$ cat src/rtl/sum_accumulator_pkg.sv
// Shared definitions for the adder result stream.
// Default adder width used by downstream stages.
package sum_accumulator_pkg;
  localparam int ADDER_DATA_W = 16;
endpackage

$ cat src/rtl/sum_block_counter.sv
// Per-block beat and carry counters.
// Flags the completing beat; clear zeroes both counts.
module sum_block_counter #(
  parameter int BLOCK_LEN = 16,
  parameter int CNT_W     = 5
) (
  input  logic             clk,
  input  logic             rst_n,
  input  logic             clear,
  input  logic             accept,
  input  logic             carry,
  output logic             last,
  output logic [CNT_W-1:0] carries_next
);

  logic [CNT_W-1:0] cnt;
  logic [CNT_W-1:0] carries;

  assign last = (cnt == CNT_W'(BLOCK_LEN - 1));
  assign carries_next = carries + {{(CNT_W-1){1'b0}}, carry};

  // Count beats and carries; wrap to zero on the completing beat
  always_ff @(posedge clk or negedge rst_n) begin
    if (!rst_n) begin
      cnt     <= '0;
      carries <= '0;
    end else if (clear) begin
      cnt     <= '0;
      carries <= '0;
    end else if (accept) begin
      if (last) begin
        cnt     <= '0;
        carries <= '0;
      end else begin
        cnt     <= cnt + 1'b1;
        carries <= carries_next;
      end
    end
  end

endmodule

$ cat src/rtl/sum_accumulator.sv
// Accumulates blocks of adder results into a wide total.
// One-deep record register decouples block output from input.
import sum_accumulator_pkg::*;

module sum_accumulator #(
  parameter int DATA_W    = ADDER_DATA_W,
  parameter int ACC_W     = 24,
  parameter int BLOCK_LEN = 16,
  parameter int CNT_W     = 5
) (
  input  logic              clk,
  input  logic              rst_n,
  input  logic              clear,
  input  logic              in_valid,
  output logic              in_ready,
  input  logic [DATA_W-1:0] in_sum,
  input  logic              in_c_out,
  output logic              out_valid,
  input  logic              out_ready,
  output logic [ACC_W-1:0]  out_acc,
  output logic [CNT_W-1:0]  out_carries,
  output logic              out_ovf
);

  logic [ACC_W-1:0] acc;
  logic             ovf_sticky;
  logic             last;
  logic [CNT_W-1:0] carries_next;
  logic             accept;
  logic             complete;
  logic [ACC_W:0]   addend;
  logic [ACC_W:0]   sum_next;
  logic             ovf_next;

  // Only the completing beat has to wait for a free record slot
  assign in_ready = !(out_valid && last);
  assign accept   = in_valid && in_ready;
  assign complete = accept && last && !clear;

  assign addend   = {{(ACC_W-DATA_W){1'b0}}, in_c_out, in_sum};
  assign sum_next = {1'b0, acc} + addend;
  assign ovf_next = ovf_sticky | sum_next[ACC_W];

  sum_block_counter #(
    .BLOCK_LEN (BLOCK_LEN),
    .CNT_W     (CNT_W)
  ) u_cnt (
    .clk          (clk),
    .rst_n        (rst_n),
    .clear        (clear),
    .accept       (accept),
    .carry        (in_c_out),
    .last         (last),
    .carries_next (carries_next)
  );

  // Running total and wrap flag for the open block
  always_ff @(posedge clk or negedge rst_n) begin
    if (!rst_n) begin
      acc        <= '0;
      ovf_sticky <= 1'b0;
    end else if (clear) begin
      acc        <= '0;
      ovf_sticky <= 1'b0;
    end else if (accept) begin
      if (last) begin
        acc        <= '0;
        ovf_sticky <= 1'b0;
      end else begin
        acc        <= sum_next[ACC_W-1:0];
        ovf_sticky <= ovf_next;
      end
    end
  end

  // Record register: load on completion, drop on retire
  always_ff @(posedge clk or negedge rst_n) begin
    if (!rst_n) begin
      out_valid   <= 1'b0;
      out_acc     <= '0;
      out_carries <= '0;
      out_ovf     <= 1'b0;
    end else if (complete) begin
      out_valid   <= 1'b1;
      out_acc     <= sum_next[ACC_W-1:0];
      out_carries <= carries_next;
      out_ovf     <= ovf_next;
    end else if (out_valid && out_ready) begin
      out_valid   <= 1'b0;
    end
  end

endmodule
$ cat config.mk
export PLATFORM = sky130hd
export DESIGN_NAME = sum_accumulator
export DESIGN_NICKNAME = d
export VERILOG_FILES = /design/src/rtl/sum_accumulator_pkg.sv /design/src/rtl/sum_block_counter.sv /design/src/rtl/sum_accumulator.sv
export SDC_FILE = /design/constraint.sdc
export NUM_CORES = 1
export LEC_CHECK = 0
export BUFFER_PORTS_ARGS = -buffer_cell sky130_fd_sc_hd__buf_4
export CAP_MARGIN = 20
export CELL_PAD_IN_SITES_DETAIL_PLACEMENT = 0
export CELL_PAD_IN_SITES_GLOBAL_PLACEMENT = 1
export CORE_MARGIN = 5
export CORE_UTILIZATION = 45
export CTS_CLUSTER_DIAMETER = 30
export DETAILED_ROUTE_END_ITERATION = 10
export GPL_TIMING_DRIVEN = 0
export PLACE_DENSITY_LB_ADDON = 0.3
export SYNTH_ARGS = -nofsm -noshare
export SYNTH_HDL_FRONTEND = slang
export SYNTH_SLANG_ARGS = --single-unit
$ cat constraint.sdc
create_clock -name clk -period 2.75 [get_ports clk]
set_input_delay 0.275 -clock clk [delete_from_list [all_inputs] [get_ports clk]]
set_output_delay 0.275 -clock clk [all_outputs]
set_load 0.05 [all_outputs]
[Word level (Yosys, flattened, before mapping)]
Index checks and enable logic that the tools add are counted.
Word-level totals
  register bits after elaboration: 66
  output and inout port bits: 32
  bits of input ports: 22
  logic and storage cells: 36
Cells by class
  add/subtract/negate cells: 3
  muxes and demuxes: 14
  eq/ne operators: 1
  reductions and logical operators: 9
  bitwise logic cells: 1
Operator list (count)
  two-way mux 24 bit: 3
  two-way mux 5 bit: 6
  adder 24 x 17 -> 25 bit: 1
  adder 5 x 1 -> 5 bit: 1
  adder 5 x 1 -> 5 bit, second input constant: 1
  == test 5 x 4 -> 1 bit, second input constant: 1
  logical AND 1 bit: 5
  two-way mux 1 bit: 5
  nonzero test 2 bit: 2
  zero test 1 bit: 2
  bitwise OR 1 bit: 1

[Longest topological paths before layout]
Gate-level depths: netlist of the first run.
  depth after elaboration: 7
  gate-level depth with buffers: 10
  mapped depth without buffers: 10

[Modules after synthesis]
From an unflattened synthesis of the first run, not the netlist that was laid out.
Second synthesis, totals
  cell total of the unflattened synthesis: 395
  area total of the unflattened synthesis: 3631.0 µm²
Modules (own cells, without submodules)
  sum_accumulator: area an instance 3120.5 µm², cells each 352, seq. area each 1401.3 µm², instances 1
  sum_block_counter: area an instance 510.5 µm², cells each 43, seq. area each 250.2 µm², instances 1

[Worst setup path after synthesis of the first run]
No wires, ideal clock.
  path type: flip-flop to flip-flop
  start: reg acc[0]
  end: reg out_acc[16]
  path slack: 0.383 ns
  required time: 2.625 ns
  path buffers: 0
  clock period less this slack: 2.367 ns
  data arrival time: 2.242 ns
  cell stages (with the launch flop): 11
  setup time: 0.125 ns
  cell sequence: dfrtp_1 > ha_1 > inv_1 > fa_1 > and2b_2 > o21bai_4 > a21oi_4 > a41oi_4 > o31a_1 > xnor2_1 > mux2_2
Between the ends
  cells in the longest elaborated chain, start to end: 1
RTL lines
  start, declared: RTL line sum_accumulator.sv:25  | logic [ACC_W-1:0] acc;
  start signal, assigned: RTL line sum_accumulator.sv:70  | acc <= sum_next[ACC_W-1:0];
  adder 24 x 17 -> 25 bit: RTL line sum_accumulator.sv:41  | assign sum_next = {1'b0, acc} + addend;
  end signal, assigned: RTL line sum_accumulator.sv:85  | out_acc <= sum_next[ACC_W-1:0];
  end, declared: RTL line sum_accumulator.sv:20  | output logic [ACC_W-1:0] out_acc,
Every way passes these cells.
A chain may end at the register's enable or synchronous reset.

[Worst setup path after layout of the first run]
Ends and elaborated chain as after synthesis.

==> results of run 1 <==
==> cell type report <==
class | instances | area [um^2] | area share [%]
timing repair buffer | 55 | 413 | 9.18
sequential | 66 | 1650 | 36.7
multi-input combinational | 266 | 1930 | 42.8
buffer | 17 | 148 | 3.28
clock buffer | 9 | 124 | 2.75
inverter | 10 | 37.5 | 0.834
clock inverter | 7 | 68.8 | 1.53
tap | 105 | 131 | 2.92
==> layout by cell type (no fill, tap or decap), drive strengths merged, types with 2 or more instances in the layout <==
cell type / count
dfrtp: 66
buf: 61
nand2: 44
o21ai: 39
ha: 20
a21oi: 20
clkbuf: 19
a22o: 15
xnor2: 14
mux2: 14
nor2: 12
xor2: 11
inv: 11
nand3: 11
nand4: 6
a31oi: 6
o21a: 5
a21o: 5
o31ai: 5
clkinv: 3
and2: 3
nor2b: 3
o21bai: 3
or3: 3
a21boi: 3
nand2b: 2
o21ba: 2
mux2i: 2
clkinvlp: 2
or2: 2
a211oi: 2
and3: 2
==> power breakdown <==
group          switching, mW  leakage [nW]  internal [mW]
sequential            0.0409         0.896           1.03
combinational          0.402          1.15          0.313
clock                  0.406        0.0954          0.417
total                  0.849          2.14           1.76
==> critical path, stage by stage, from the launching register on <==
cell	delay [ps]
dfrtp_1	360
ha_1	170
inv_1	60
fa_1	400
and2b_2	270
o21bai_4	80
a21oi_4	230
a41oi_4	180
o31a_1	320
xnor2_1	140
mux2_2	260
==> cells by family after synthesis <==
| kind of cell | Yosys count |
|---|---|
| AO/OA/AOI/OAI | 113 |
| XOR/XNOR | 25 |
| adder cells (fa/ha/maj) | 21 |
| buffers and inverters | 27 |
| flip-flops | 66 |
| multiplexers | 16 |
| AND/OR/NAND/NOR | 91 |
==> sequential cells by signal (all words and copies together), names as in the netlist <==
signal and cells:
out_carries 5, u_cnt.cnt 5, ovf_sticky 1, out_acc 24, u_cnt.carries 5, acc 24
out_ovf 1, out_valid 1
==> per-layer routing <==
layer | vias up | wire (um) | global-route usage, %
met2 | 49 | 3730 | 28.4
met5 | - | 0 | 0
met1 | 1367 | 4110 | 24.5
met4 | 0 | 170 | 7.67
met3 | 12 | 365 | 3.37
li1 | 1419 | - | -
==> how the worst max path moves through the flow <==
stage                     slack (ps)  cells past startpoint                      end
after floorplan                  380                     10  out_acc[16]$_DFFE_PN0P_
after global placement           150                     11  out_acc[16]$_DFFE_PN0P_
after detailed placement         170                     11  out_acc[16]$_DFFE_PN0P_
after CTS                        160                     10  out_acc[16]$_DFFE_PN0P_
after global routing               9                     10  out_acc[16]$_DFFE_PN0P_
final                            180                     10  out_acc[16]$_DFFE_PN0P_
==> flow_summary.json, run 1 <==
{
  "worst-setup-path-type": "flip-flop to flip-flop",
  "hpwl_um": 6180,
  "drive_gt1_share_pct": 27.7,
  "placed_area_um2": 4290,
  "final_util_pct": 55.0,
  "ys.flop_type": "dfrtp_1",
  "r2r_slack_ps": 180,
  "vias": 2847,
  "p_total_mw": 2.61,
  "setup_viol": 0,
  "fmax_mhz": 389,
  "die_h_um": 101,
  "avgSynthCellArea_um2": 10.5,
  "dp.cells": 517,
  "final_max_slew_viol_count": 0,
  "p_per_area_nw_per_um2": 580,
  "synthSimpleGateAreaFrac_pct": 11.9,
  "clk_latency_ps": 350,
  "ir_worst_vdd_mv": 0.426,
  "antenna_found_initial": 0,
  "hold_path.class": "primary input to async pin",
  "syn_nets": 402,
  "die_x_um": 101,
  "clk_pin_slew_ps": 80,
  "portBuffers": 53,
  "die-area_um2": 10300,
  "synth_cell_types": 62,
  "clock_sinks": 66,
  "track_usage_pct": 18.1,
  "synth_edf_count": 0,
  "cap_viol_max_count": 0,
  "synthMuxAreaShare_pct": 4.72,
  "ys_seq_area_share_pct": 43.9,
  "rsz0062_at_grt": "false",
  "fill_cells": 742,
  "maxSlewHeadroom_pct": 43.9,
  "required_ps": 2990,
  "grt_overflow": 0,
  "synth_top_family_by_area": "compound AO/OA/AOI/OAI gates",
  "cts_root_buf": "clkbuf_8",
  "cts_buffers": 9,
  "grt_max_degree": 67,
  "vias_per_cell": 5.32,
  "grt_pass1_wl_um": 14700,
  "synth_seq_cells": 66,
  "r2r_cells": 10,
  "synthCells": 359,
  "fin_tns_setup_ps": 0,
  "rr_startpoint": "acc[0]$_DFFE_PN0P_",
  "htree_levels": 3,
  "hold_viol_final": 0,
  "post-synth-top-count-cell": "dfrtp_1",
  "synthAdderAreaFrac_pct": 7.18,
  "antenna_left": 0,
  "outcome": "complete, no violations",
  "drc": 0,
  "cp.arrival_ps": 2810,
  "setup_ws_ps": 180,
  "dp_slack_ps": 166,
  "netlist.area_leader.share_pct": 43.9,
  "post_cts_buffers": 0,
  "whs_ps": 17.5,
  "p_leak_nw": 2.14,
  "cts_tree": "built",
  "ctsResizeCount": 0,
  "postCtsHoldBufs": 0,
  "post_drt_wl_per_cell_um": 15.7,
  "syn_area_um2": 3760,
  "rr_endpoint": "out_acc[16]$_DFFE_PN0P_",
  "core_um2": 8180,
  "ys_top_cells_by_area": "dfrtp_1, ha_1, o21ai_0",
  "wl_um": 8380,
  "yosys_warnings": 0,
  "place_congestion": 0.832,
  "drtIter0Drc": 70,
  "first_global_vias": 3104,
  "cp-start-kind": "flip-flop",
  "io_pins": 54,
  "ys_async_sr_fraction_pct": 100,
  "skew_ps": 9.92,
  "area_growth_pct": 19.6,
  "synth_compound_area_share_pct": 21.6,
  "synth_xor_xnor_area_share_pct": 5.82,
  "fin_area_um2": 4500,
  "yosysTopAreaCell": "dfrtp_1",
  "drtPass1Iterations": 4,
  "finalCritPeriodShare_pct": 93.5,
  "nets": 468,
  "min_period_ps": 2570,
  "end_kind": "flip-flop",
  "tightestPinTransition_ps": 841,
  "initial_core_util_pct": 46.0,
  "max-clock-path-buffers": 2,
  "critPathMaxFanout": 4,
  "antenna-diode-count": 0,
  "synth_common_cells": "dfrtp_1, nand2_1, o21ai_0",
  "stdcell_count": 535,
  "placementRows": 33,
  "cp-startpoint": "acc[0]$_DFFE_PN0P_"
}
(Power assumes the default switching activity.)
==> run 2: changes to the inputs <==
--- a/config.mk
+++ b/config.mk
@@ -15,6 +15,8 @@
 export DETAILED_ROUTE_END_ITERATION = 10
 export GPL_TIMING_DRIVEN = 0
 export PLACE_DENSITY_LB_ADDON = 0.3
+export REMOVE_ABC_BUFFERS = 1
 export SYNTH_ARGS = -nofsm -noshare
 export SYNTH_HDL_FRONTEND = slang
 export SYNTH_SLANG_ARGS = --single-unit
+export TNS_END_PERCENT = 1
==> run 2 against run 1 <==
  * Power rose by 5.6%
  * Final cell count fell by 3.0%
  * Via count fell by 3.3%
  * Non-clock buffer count fell by 16
  * Worst hold slack improved by 2.4 ps
  * Wire length fell by 8.1%
  * Critical endpoint unchanged
  * Largest cell class unchanged
  * Largest power group unchanged
==> flow_summary.json, run 2 (same netlist as run 1, synthesis figures left out) <==
{
  "p_sw_share_pct": 30.4,
  "drc": 0,
  "fill_cells": 756,
  "ir_worst_vdd_mv": 0.405,
  "placementRows": 33,
  "antenna_found_initial": 0,
  "area_growth_pct": 18.2,
  "die_x_um": 101,
  "drive_gt1_share_pct": 27.1,
  "final_cell_mix": "dfrtp_1, buf_4, nand2_1",
  "hold_path.class": "primary input to async pin",
  "p_int_mw": 1.92,
  "final_common_cell": "dfrtp_1",
  "grt_max_degree": 67,
  "grt_overflow": 0,
  "postCtsHoldBufs": 0,
  "antenna-diode-count": 0,
  "route.met2.wl_um": 3450,
  "p_leak_nw": 2.10,
  "critPathMaxFanout": 4,
  "tightestPinTransition_ps": 831,
  "io_pins": 54,
  "cp-start-kind": "flip-flop",
  "portBuffers": 53,
  "die_h_um": 101,
  "hold_viol_final": 0,
  "finalCritPeriodShare_pct": 93.5,
  "p_per_area_nw_per_um2": 619,
  "drtPass1Iterations": 4,
  "fin_tns_setup_ps": 0,
  "cts_buffers": 9,
  "antenna_left": 0,
  "cp-startpoint": "acc[0]$_DFFE_PN0P_",
  "die-area_um2": 10300,
  "fmax_mhz": 389,
  "vias": 2752,
  "first_global_vias": 2790,
  "worst-path-buf-inv": 1,
  "cts_root_buf": "clkbuf_8",
  "rr_startpoint": "acc[0]$_DFFE_PN0P_",
  "wirelength_met1_um": 3780,
  "routed-wl-met3_um": 376,
  "track_usage_pct": 16.2,
  "cap_viol_max_count": 0,
  "outcome": "complete, no violations",
  "grt_pass1_wl_um": 13200,
  "cts_tree": "built",
  "setup_viol": 0,
  "p_switching_uw": 838,
  "critPathMaxStageDelay_ps": 390,
  "cp_top_family": "compound AO/OA/AOI/OAI gates",
  "end_kind": "flip-flop",
  "p_clk_share_pct": 36.9,
  "place_congestion": 0.805,
  "top_layer_used": "met4",
  "skew_ps": 8.65,
  "hpwl_um": 5430,
  "nets": 452,
  "initial_core_util_pct": 46.0,
  "clk_latency_ps": 340,
  "min_period_ps": 2570,
  "htree_levels": 3,
  "clock_sinks": 66,
  "drtIter0Drc": 104,
  "seq_power_share_pct": 39.0,
  "core_um2": 8180,
  "required_ps": 2980,
  "max-clock-path-buffers": 2,
  "post_drt_wl_per_cell_um": 14.8,
  "final_max_slew_viol_count": 0,
  "wl_um": 7700,
  "whs_ps": 19.9,
  "combPwrFrac_pct": 24.1,
  "vias_per_cell": 5.30,
  "cp_slowest_cell": "fa_1",
  "cp.arrival_ps": 2800,
  "r2r_slack_ps": 180,
  "clk_pin_slew_ps": 80,
  "rsz0062_at_grt": "false",
  "maxSlewHeadroom_pct": 44.6,
  "worst-setup-path-type": "flip-flop to flip-flop",
  "reg.largest.list": "acc (24), out_acc (24)",
  "path_cells": "ha_1 -> inv_1 -> fa_1 -> and2b_2 -> o21bai_4 -> a21oi_4 -> a41oi_4 -> o31a_1 -> xnor2_1 -> mux2_2"
}
[run 2: changes by cell type in the layout (fill, tap and decap cells not counted), sizes merged]
cell / change
clkinvlp: -1
inv: +2
bufbuf: -1
buf: -5
clkbuf: -10
bufinv: +2
clkinv: -3
[run 2: worst paths after layout]
path	endpoint	depth (start not counted)
setup / recovery	out_acc[16]$_DFFE_PN0P_	10
hold / removal	out_acc[10]$_DFFE_PN0P_	1
setup reg to reg	out_acc[16]$_DFFE_PN0P_	10
hold reg to reg	out_carries[2]$_DFFE_PN0P_	2
max in group asynchronous	out_acc[3]$_DFFE_PN0P_	1
min in group clk	out_valid$_DFFE_PN0P_	2
[run 2: cell type report]
type | instances | area [um^2] | area share [%]
clock buffer | 9 | 124 | 2.78
clock inverter | 7 | 124 | 2.78
inverter | 10 | 37.5 | 0.844
multi-input combinational | 266 | 1930 | 43.4
sequential | 66 | 1650 | 37.1
tap | 105 | 131 | 2.95
timing repair buffer | 56 | 448 | 10.1
[run 2: what timing repair did]
action | CTS | global route
gates resized for setup | 0 | 0
buffers inserted | 0 | 1
endpoints found under the setup margin | 0 | 1
[run 2: metrics by stage]
stage	instances	power [mW]	setup slack, ps	instance area (um^2)	utilization (%)
finish	519	2.75	177	4450	54.4
detailed placement	502	1.75	111	4190	51.3
floorplan	342	1.58	-114	3610	-
global route	519	2.91	54.7	4450	54.4
global placement	500	1.74	-876	4140	50.7
CTS	518	2.78	103	4440	54.3
[run 2: power groups by stage]
stage	sequential [mW]	combinational, mW	clock [mW]
global placement	1.09	0.650	0
detailed placement	1.09	0.663	0
floorplan	1.13	0.452	0
finish	1.07	0.664	1.02
global route	1.08	0.741	1.09
CTS	1.07	0.669	1.04
[run 2: worst reg2reg max path, stage by stage, from the launching register on]
cell and delay (ps):
dfrtp_1 350, ha_1 180, inv_1 60, fa_1 390
and2b_2 270, o21bai_4 90, a21oi_4 190, a41oi_4 180
o31a_1 330, xnor2_1 150, mux2_2 270
[run 2: metal layers]
metal,vias to the layer above,track usage [%]
li1,1394,-
met1,1301,21.8
met5,-,0
met3,7,4.96
met4,0,4.29
met2,50,25.4
